### src/rtl/fp_multiplier_seq.sv
// fp_multiplier_seq
// Sequential IEEE-754 single-precision multiplier. It forms the 24x24
// significand product with shift-add, one bit per clock. Denormal inputs are
// flushed to zero and the result is truncated (round toward zero).
//
// Ports
//   control   : clock, rising edge
//   reset     : asynchronous active-low reset
//   A, B      : operands, IEEE-754 single (latched when start is accepted)
//   start     : request, sampled only while idle
//   busy      : high while an operation is in progress
//   done      : one-cycle pulse; out and flags are valid from this cycle
//   out       : product, held until the next done
//   exception : NaN/Inf input, invalid operation or overflow
//   underflow : result flushed to zero by exponent underflow
module fp_multiplier_seq #(
  parameter int MANT_W = 24,
  parameter int BIAS   = 127
) (
  input  logic        control,
  input  logic        reset,
  input  logic [31:0] A,
  input  logic [31:0] B,
  input  logic        start,
  output logic        busy,
  output logic        done,
  output logic [31:0] out,
  output logic        exception,
  output logic        underflow
);

  localparam int PW    = 2 * MANT_W;
  localparam int FW    = MANT_W - 1;
  localparam int CNT_W = $clog2(MANT_W);

  typedef enum logic [2:0] {
    S_IDLE,
    S_UNPACK,
    S_MUL,
    S_NORM,
    S_DONE
  } state_t;

  state_t state_q, state_d;

  logic [31:0]       a_q, a_d;
  logic [31:0]       b_q, b_d;
  logic              sign_q, sign_d;
  logic [9:0]        exp_q, exp_d;        // two's complement, biased exponent
  logic [PW-1:0]     mcand_q, mcand_d;
  logic [MANT_W-1:0] mplier_q, mplier_d;
  logic [PW-1:0]     prod_q, prod_d;
  logic [CNT_W-1:0]  cnt_q, cnt_d;
  logic              special_q, special_d;
  logic [31:0]       spec_out_q, spec_out_d;
  logic              spec_exc_q, spec_exc_d;
  logic [31:0]       out_q, out_d;
  logic              exc_q, exc_d;
  logic              unf_q, unf_d;

  // Operand decode, used in UNPACK
  logic [7:0]  ea, eb;
  logic [22:0] fa, fb;
  logic        a_nan, b_nan, a_inf, b_inf, a_zero, b_zero, sign_w;

  assign ea     = a_q[30:23];
  assign eb     = b_q[30:23];
  assign fa     = a_q[22:0];
  assign fb     = b_q[22:0];
  assign a_nan  = (ea == 8'hFF) && (fa != 23'd0);
  assign b_nan  = (eb == 8'hFF) && (fb != 23'd0);
  assign a_inf  = (ea == 8'hFF) && (fa == 23'd0);
  assign b_inf  = (eb == 8'hFF) && (fb == 23'd0);
  assign a_zero = (ea == 8'h00);
  assign b_zero = (eb == 8'h00);
  assign sign_w = a_q[31] ^ b_q[31];

  // Normalisation temporaries, used in NORM
  logic [FW-1:0] norm_frac;
  logic [9:0]    norm_exp;

  // State register
  always_ff @(posedge control or negedge reset) begin
    if (!reset) begin
      state_q <= S_IDLE;
    end else begin
      state_q <= state_d;
    end
  end

  // Next-state logic
  always_comb begin
    state_d = state_q;
    case (state_q)
      S_IDLE:   if (start) state_d = S_UNPACK;
      // Special operands skip the multiply but still pass through NORM, so
      // out only changes on entry to DONE and the latency is two edges.
      S_UNPACK: state_d = (a_nan || b_nan || a_inf || b_inf || a_zero || b_zero)
                          ? S_NORM : S_MUL;
      S_MUL:    if (cnt_q == CNT_W'(MANT_W - 1)) state_d = S_NORM;
      S_NORM:   state_d = S_DONE;
      S_DONE:   state_d = S_IDLE;
      default:  state_d = S_IDLE;
    endcase
  end

  // Output logic
  always_comb begin
    busy = (state_q == S_UNPACK) || (state_q == S_MUL) || (state_q == S_NORM);
    done = (state_q == S_DONE);
  end

  assign out       = out_q;
  assign exception = exc_q;
  assign underflow = unf_q;

  // Datapath next values
  always_comb begin
    a_d        = a_q;
    b_d        = b_q;
    sign_d     = sign_q;
    exp_d      = exp_q;
    mcand_d    = mcand_q;
    mplier_d   = mplier_q;
    prod_d     = prod_q;
    cnt_d      = cnt_q;
    special_d  = special_q;
    spec_out_d = spec_out_q;
    spec_exc_d = spec_exc_q;
    out_d      = out_q;
    exc_d      = exc_q;
    unf_d      = unf_q;
    norm_frac  = '0;
    norm_exp   = '0;

    case (state_q)
      S_IDLE: begin
        if (start) begin
          a_d = A;
          b_d = B;
        end
      end

      S_UNPACK: begin
        sign_d    = sign_w;
        special_d = a_nan || b_nan || a_inf || b_inf || a_zero || b_zero;
        if (a_nan || b_nan) begin
          spec_out_d = 32'h7FC0_0000;
          spec_exc_d = 1'b1;
        end else if ((a_inf && b_zero) || (b_inf && a_zero)) begin
          spec_out_d = 32'h7FC0_0000;
          spec_exc_d = 1'b1;
        end else if (a_inf || b_inf) begin
          spec_out_d = {sign_w, 8'hFF, 23'h0};
          spec_exc_d = 1'b1;
        end else begin
          spec_out_d = {sign_w, 31'h0};
          spec_exc_d = 1'b0;
        end
        mcand_d  = {{(PW - MANT_W){1'b0}}, 1'b1, fa};
        mplier_d = {1'b1, fb};
        prod_d   = '0;
        cnt_d    = '0;
        exp_d    = {2'b00, ea} + {2'b00, eb} - 10'(BIAS);
      end

      S_MUL: begin
        if (mplier_q[0]) prod_d = prod_q + mcand_q;
        mcand_d  = mcand_q << 1;
        mplier_d = mplier_q >> 1;
        cnt_d    = cnt_q + 1'b1;
      end

      S_NORM: begin
        if (special_q) begin
          out_d = spec_out_q;
          exc_d = spec_exc_q;
          unf_d = 1'b0;
        end else begin
          // Product of two [1,2) significands lies in [1,4): at most one
          // position of normalisation is ever needed.
          if (prod_q[PW-1]) begin
            norm_frac = prod_q[PW-2 -: FW];
            norm_exp  = exp_q + 10'd1;
          end else begin
            norm_frac = prod_q[PW-3 -: FW];
            norm_exp  = exp_q;
          end
          if ($signed(norm_exp) >= 10'sd255) begin
            out_d = {sign_q, 8'hFF, 23'h0};
            exc_d = 1'b1;
            unf_d = 1'b0;
          end else if ($signed(norm_exp) <= 10'sd0) begin
            out_d = {sign_q, 31'h0};
            exc_d = 1'b0;
            unf_d = 1'b1;
          end else begin
            out_d = {sign_q, norm_exp[7:0], norm_frac};
            exc_d = 1'b0;
            unf_d = 1'b0;
          end
        end
      end

      default: ;
    endcase
  end

  // Datapath registers
  always_ff @(posedge control or negedge reset) begin
    if (!reset) begin
      a_q        <= '0;
      b_q        <= '0;
      sign_q     <= 1'b0;
      exp_q      <= '0;
      mcand_q    <= '0;
      mplier_q   <= '0;
      prod_q     <= '0;
      cnt_q      <= '0;
      special_q  <= 1'b0;
      spec_out_q <= '0;
      spec_exc_q <= 1'b0;
      out_q      <= '0;
      exc_q      <= 1'b0;
      unf_q      <= 1'b0;
    end else begin
      a_q        <= a_d;
      b_q        <= b_d;
      sign_q     <= sign_d;
      exp_q      <= exp_d;
      mcand_q    <= mcand_d;
      mplier_q   <= mplier_d;
      prod_q     <= prod_d;
      cnt_q      <= cnt_d;
      special_q  <= special_d;
      spec_out_q <= spec_out_d;
      spec_exc_q <= spec_exc_d;
      out_q      <= out_d;
      exc_q      <= exc_d;
      unf_q      <= unf_d;
    end
  end

endmodule
### config.mk
export PLATFORM = sky130hd
export DESIGN_NAME = fp_multiplier_seq
export DESIGN_NICKNAME = d
export VERILOG_FILES = /design/src/rtl/fp_multiplier_seq.sv
export SDC_FILE = /design/constraint.sdc
export NUM_CORES = 1
export LEC_CHECK = 0
export CAP_MARGIN = 20
export CELL_PAD_IN_SITES_DETAIL_PLACEMENT = 0
export CELL_PAD_IN_SITES_GLOBAL_PLACEMENT = 1
export CORE_ASPECT_RATIO = 2
export CORE_MARGIN = 2
export CORE_UTILIZATION = 48
export CTS_CLUSTER_SIZE = 24
export DETAILED_ROUTE_END_ITERATION = 16
export PLACE_DENSITY_LB_ADDON = 0.1
export RECOVER_POWER = 100
export SYNTH_ARGS = -nofsm -noshare
export SYNTH_HDL_FRONTEND = slang
export SYNTH_SLANG_ARGS = --single-unit
### constraint.sdc
create_clock -name control -period 6.77 [get_ports control]
set_clock_uncertainty 0.15 [all_clocks]
set_input_delay 1.0155 -clock control [delete_from_list [all_inputs] [get_ports control]]
set_output_delay 1.0155 -clock control [all_outputs]
set_load 0.05 [all_outputs]
==> results by group, run 1 <==
Setup path
  – Crit Path Class: flop to flop
  – Master of the slowest instance on the critical path: nor2_1
  – R2R cell count: 7
  – Reg-to-reg endpoint: mcand_q[23]$_DFFE_PN0P_
  – R2r setup slk: 1.90 ns
  – Crit end category: flop
  – CP bufs+invs: 3
  – Slowest cell delay on critical path: 1.18 ns
  – CP delay by family, top: simple AND/OR/NAND/NOR gates
  – RR Startpoint: state_q[2]$_DFFE_PN0P_
  – Worst Path Required: 7.06 ns
  – Crit-path most repeated cell: nor2_1
  – Critical path arrival: 5.16 ns
  – CP startpoint kind: flop
  – Max FO, Critical Path: 56
  – Crit-path cells: nor2_1 > and2_0 > buf_4 > nor2_1 > clkbuf_2 > inv_1 > o22a_1

Clock tree
  – Num CTS Buffers: 23
  – Clock slew seen by the registers of the worst setup and hold paths: 0.07 ns
  – PostCTS Resize Cnt: 0
  – Worst-skew pair later-pin latency: 0.55 ns
  – Post-CTS Hold Buffers: 0
  – CTS tree: built
  – Clk buf depth: 3
  – Clock root cell: clkbuf_16
  – Sink Count: 241
  – Setup bufs post-CTS: 0
  – H-tree depth: 1

Timing
  – Slew HR: -1.28
  – RSZ-0062 raised after global routing: false
  – Tcrit/Tclk final: 0.719
  – Post-layout min period: 4.87 ns
  – Max frequency: 0.205 GHz
  – Setup_tns: 0 ns
  – Least-Margin Pin Slew: 3.42 ns
  – Fin Hold WS: 0.321 ns
  – Final Hold Viols: 0
  – Final Setup Violations: 0
  – Max Slew Vio Count: 326

GRT
  – Grt ovf: 0
  – Initial antenna violation count: 0
  – First-pass GRT wire length: 50.5 mm
  – Pin count of the biggest net entering global routing: 132
  – Vias in the first global route: 9939
  – GRT Overall Usage: 0.225

Pwr
  – Static leakage: 6.79 nW
  – PwrDens: 455 nW/µm²
  – Peak VDD IR: 244 µV

Finish
  – Finished Core Util: 0.562
  – Area grow syn2layout: 15.5%
  – Commonest non-fill, non-tap cell in the layout: dfrtp_1
  – Layout cell share with drive strength beyond 1: 0.0855
  – Post-layout nets: 1474
  – Commonest non-fill, non-tap cells in the layout: dfrtp_1 (241), nand2_1 (203), o21ai_0 (114)
  – Ant. Diodes: 0

Drt
  – Drt wl/cell: 18.0 µm
  – Drt drc: 0
  – DRT antenna net count: 0
  – Initial drt markers: 488
  – Vias/cell: 5.71
  – DRT Wirelength: 30.6 mm
  – Vias after detailed routing: 9706
  – Drt first pass iters: 6

Placed design
  – GP Congestion: 0.888
  – DP HPWL: 21.8 mm
  – Port bufs: 102

Synthesis
  – Yosys cell types: 63
  – Syn Inst Count: 1284
  – Yosys warnings: 0
  – Syn Area/Cell: 9.91 µm²
  – Post-synth EDFFs: 0
  – Synth Flop Type: dfrtp_1
  – Syn Std Cell Area: 12700 µm²
  – Syn_nets: 1417
  – Async set or reset register ratio after synthesis: 1.00
  – Sequential share of the synthesized area: 0.474
  – Yosys reg bits: 241

Floorplanning
  – Num ports: 103
  – Chip Width: 119 µm
  – Core area: 26200 µm²
  – Die H: 234 µm
  – Starting Density: 0.486
  – DIE AREA: 27900 µm²
  – Row count: 84

Min path
  – Worst Hold Class: flop to flop
  – Worst hold start: out[1]$_DFFE_PN0P_
  – WHS Path Cells: 2
  – Min-Delay Endpoint: out[1]$_DFFE_PN0P_

Flow run
  – # Max-Cap Violations: 6

Outcome
  – Status: complete, but fails checks
  – Failing checks: max-capacitance violations, max-slew violations
-- metrics by stage --
| step | cell area (µm²) | setup WS, ns | cells | power (mW) |
|---|---|---|---|---|
| CTS | 14800 | 3.13 | 1700 | 6.79 |
| finish | 14700 | 1.90 | 1700 | 6.69 |
| detailed placement | 14000 | 3.17 | 1660 | 5.40 |
| global placement | 14000 | 3.21 | 1660 | 5.34 |
| floorplan | 12700 | 3.52 | 1284 | 4.58 |
| global route | 14700 | 1.50 | 1700 | 7.21 |
-- worst register-to-register path: stages, from the launching register on --
cell and delay, ns:
dfrtp_1 0.47, nor2_1 0.09, and2_0 0.71, buf_4 0.59, nor2_1 1.19, clkbuf_2 1.11, inv_1 0.20, o22a_1 0.23
-- sequential cells by signal, indices dropped and copies added (netlist names) --
name        cells
cnt_q           5
mcand_q        48
sign_q          1
b_q            32
exp_q          10
out            32
special_q       1
spec_out_q      3
underflow       1
a_q            32
mplier_q       24
state_q         3
exception       1
prod_q         48
-- worst max-delay path by stage --
| stage | from | to | slack (ns) | depth (start not counted) |
|---|---|---|---|---|
| floorplan | mcand_q[0]$_DFFE_PN0P_ | prod_q[40]$_DFFE_PN0P_ | 3.52 | 12 |
| CTS | mcand_q[0]$_DFFE_PN0P_ | prod_q[40]$_DFFE_PN0P_ | 3.13 | 12 |
| detailed placement | mcand_q[0]$_DFFE_PN0P_ | prod_q[40]$_DFFE_PN0P_ | 3.17 | 12 |
| global route | state_q[2]$_DFFE_PN0P_ | mcand_q[47]$_DFFE_PN0P_ | 1.50 | 7 |
| global placement | mcand_q[0]$_DFFE_PN0P_ | prod_q[40]$_DFFE_PN0P_ | 3.21 | 12 |
| finish | state_q[2]$_DFFE_PN0P_ | mcand_q[23]$_DFFE_PN0P_ | 1.90 | 7 |
-- logic make-up (layout without fill, tap and decap cells) --
kind of cell,Yosys count,in the layout,share of synthesized area
mux,89,89,0.0760
simple gates,400,400,0.144
compound gates,331,331,0.170
flops,241,241,0.474
fa+ha+maj,66,66,0.0661
buf+inv,100,172,0.0303
xor+xnor,57,57,0.0392
-- layer usage --
layer / vias up / global-route usage / routed length [µm]
met4: 0 / 0.0919 / 966
met3: 54 / 0.0226 / 843
li1: 4739 / - / -
met5: - / 0 / 0
met2: 154 / 0.440 / 17300
met1: 4759 / 0.245 / 11500
-- synth_stat cells, drive strengths merged, types with 3 or more instances --
cell / instances / area, µm²
o21a: 3 / 22.5
dfrtp: 241 / 6030
or3: 4 / 25.0
nand3: 67 / 335
buf: 12 / 52.6
nand2b: 7 / 43.8
and2: 4 / 25.0
nor4: 17 / 106
a21boi: 4 / 30.0
mux2i: 28 / 280
nor3b: 4 / 30.0
a22o: 27 / 236
a21o: 36 / 272
and3: 9 / 56.3
nand2: 203 / 767
nand4: 21 / 131
inv: 21 / 78.8
ha: 64 / 801
o21bai: 7 / 52.6
clkbuf: 67 / 254
a211oi: 5 / 42.5
mux2: 61 / 687
a22oi: 50 / 375
o21ai: 116 / 584
a31oi: 10 / 62.6
nor2: 38 / 143
o211ai: 4 / 30.0
xnor2: 28 / 245
a31o: 3 / 26.3
nor2b: 7 / 43.8
a21oi: 49 / 245
nor3: 11 / 60.1
xor2: 29 / 254
-- area by class of cell --
type / instances / area, µm²
inverters: 21 / 78.8
clock buffers: 32 / 649
multi-input cells: 943 / 6300
repair buffers: 111 / 1080
fillers: 2361 / 11500
clock inverters: 8 / 133
well taps: 344 / 430
flip-flops and latches: 241 / 6030
-- power by group --
part	total, mW	internal [mW]	switching (mW)
Sequential	2.49	2.00	0.491
Clock	1.36	0.788	0.576
Combinational	2.83	1.16	1.67
Total	6.69	3.95	2.74
Power figures use the tool's default switching activity.
==> inputs of run 2 (changes only) <==
--- a/config.mk
+++ b/config.mk
@@ -10,7 +10,7 @@
 export CELL_PAD_IN_SITES_GLOBAL_PLACEMENT = 1
 export CORE_ASPECT_RATIO = 2
 export CORE_MARGIN = 2
-export CORE_UTILIZATION = 48
+export CORE_UTILIZATION = 46
 export CTS_CLUSTER_SIZE = 24
 export DETAILED_ROUTE_END_ITERATION = 16
 export PLACE_DENSITY_LB_ADDON = 0.1
==> constraint.sdc (replaced) <==
create_clock -name control -period 5.1 [get_ports control]
set_clock_uncertainty 0.15 [all_clocks]
set_input_delay 0.765 -clock control [delete_from_list [all_inputs] [get_ports control]]
set_output_delay 0.765 -clock control [all_outputs]
set_load 0.05 [all_outputs]
==> results by group, run 2 (synthesis gave the netlist of run 1 again) <==
Outcome
  – Status: complete, but fails checks
  – Failing checks: max-capacitance violations, max-slew violations

Drt
  – Drt first pass iters: 4
  – DRT Wirelength: 31.8 mm
  – Drt drc: 0
  – Vias/cell: 5.66
  – Drt wl/cell: 18.5 µm
  – Vias after detailed routing: 9716
  – DRT antenna net count: 0
  – Initial drt markers: 461

Timing
  – Slew HR: -0.836
  – Setup_tns: 0 ns
  – Fin Hold WS: 0.322 ns
  – Final Setup Violations: 0
  – Least-Margin Pin Slew: 2.75 ns
  – Max Slew Vio Count: 286
  – RSZ-0062 raised after global routing: false
  – Max frequency: 0.263 GHz
  – Tcrit/Tclk final: 0.747
  – Final Hold Viols: 0
  – Post-layout min period: 3.81 ns

Clock tree
  – H-tree depth: 1
  – Sink Count: 241
  – PostCTS Resize Cnt: 0
  – CTS tree: built
  – Clk buf depth: 3
  – Clock slew seen by the registers of the worst setup and hold paths: 0.06 ns
  – Num CTS Buffers: 24
  – Setup bufs post-CTS: 0
  – Worst-skew pair later-pin latency: 0.53 ns
  – Post-CTS Hold Buffers: 0
  – Clock root cell: clkbuf_16

Setup path
  – Crit end category: flop
  – CP startpoint kind: flop
  – Critical path arrival: 4.09 ns
  – Setup crit end: out[22]$_DFFE_PN0P_
  – R2R cell count: 9
  – RR Startpoint: exp_q[2]$_DFFE_PN0P_
  – Crit Path Class: flop to flop
  – Worst setup path startpoint: exp_q[2]$_DFFE_PN0P_
  – R2r setup slk: 1.29 ns
  – Reg-to-reg endpoint: out[22]$_DFFE_PN0P_
  – Worst Path Required: 5.38 ns
  – Max FO, Critical Path: 23

Finish
  – Layout cell share with drive strength beyond 1: 0.0894
  – Commonest non-fill, non-tap cell in the layout: dfrtp_1
  – Area grow syn2layout: 16.0%
  – Multi-input logic area: 6300 µm²
  – Register area: 6030 µm²
  – Fillers: 2536
  – Commonest non-fill, non-tap cells in the layout: dfrtp_1 (241), nand2_1 (203), o21ai_0 (115)
  – Largest registers: mcand_q x48, prod_q x48
  – Post-layout nets: 1480
  – Ant. Diodes: 0

Placed design
  – Port bufs: 102
  – GP Congestion: 0.875
  – DP HPWL: 22.8 mm

GRT
  – First-pass GRT wire length: 52.3 mm
  – Vias in the first global route: 10100
  – Pin count of the biggest net entering global routing: 107
  – Grt ovf: 0
  – Initial antenna violation count: 0
  – GRT Overall Usage: 0.227

Floorplanning
  – DIE AREA: 29100 µm²
  – Chip Width: 122 µm
  – Starting Density: 0.464
  – Die H: 239 µm
  – Num ports: 103
  – Core area: 27400 µm²
  – Row count: 86

Flow run
  – # Max-Cap Violations: 5

Pwr
  – PwrDens: 605 nW/µm²
  – Peak VDD IR: 314 µV
  – Static leakage: 6.82 nW

Min path
  – Worst Hold Class: flop to flop
-- run 2: cell types whose count changed in the layout (fill, tap and decap cells not counted), sizes merged --
cell	delta
clkinvlp	+1
clkbuf	+9
bufinv	-2
buf	+1
inv	-1
-- run 2: per-stage QoR --
step                setup slack, ns  utilization  cells  cell area [µm²]  power, mW
global route                  0.681        0.538   1716            14800       9.65
floorplan                      1.85            -   1284            12700       6.07
global placement               1.49        0.510   1672            14000       7.17
finish                         1.29        0.538   1716            14800       8.93
detailed placement             1.44        0.510   1672            14000       7.24
CTS                            1.43        0.539   1715            14800       9.09
-- run 2: critical path, cell delays in order (launching register included) --
cell,delay [ns]
dfrtp_1,0.47
and3_1,0.23
and3_1,0.20
and4_1,0.29
nand3_1,0.11
xor2_1,0.20
o41ai_1,0.14
nor3_1,0.78
nand2_1,0.76
o211ai_1,0.38
-- run 2: how the worst min path moves through the flow --
stage | start | endpoint | slack (ns) | cells past startpoint
6_report | out[0]$_DFFE_PN0P_ | out[0]$_DFFE_PN0P_ | 0.32 | 2
5_1_grt | out[4]$_DFFE_PN0P_ | out[4]$_DFFE_PN0P_ | 0.34 | 2
4_1_cts | reset | out[16]$_DFFE_PN0P_ | 0.15 | 1
3_5_place_dp | mplier_q[6]$_DFFE_PN0P_ | mplier_q[6]$_DFFE_PN0P_ | 0.31 | 2
3_3_place_gp | mplier_q[15]$_DFFE_PN0P_ | mplier_q[15]$_DFFE_PN0P_ | 0.31 | 2
2_1_floorplan | sign_q$_DFFE_PN0P_ | sign_q$_DFFE_PN0P_ | 0.30 | 2
-- run 2: cell type report --
cell class                      count  area share
Timing Repair Buffer              116      0.0751
Sequential cell                   241       0.409
Clock inverter                      6     0.00407
Clock buffer                       37      0.0502
Multi-Input combinational cell    943       0.427
Tap cell                          352      0.0298
Inverter                           21     0.00534
-- run 2: report_power, final --
group	switching [mW]	internal [mW]	total (mW)
Sequential	0.667	2.65	3.32
Clock	0.752	1.05	1.80
Combinational	2.27	1.55	3.82
Total	3.69	5.25	8.93
-- run 2: routing by layer --
layer | track usage | vias up | share of wire
met2 | 0.437 | 152 | 0.57
met1 | 0.251 | 4766 | 0.37
li1 | - | 4742 | -
met3 | 0.0229 | 56 | 0.026
met4 | 0.0860 | 0 | 0.035
met5 | 0 | - | 0
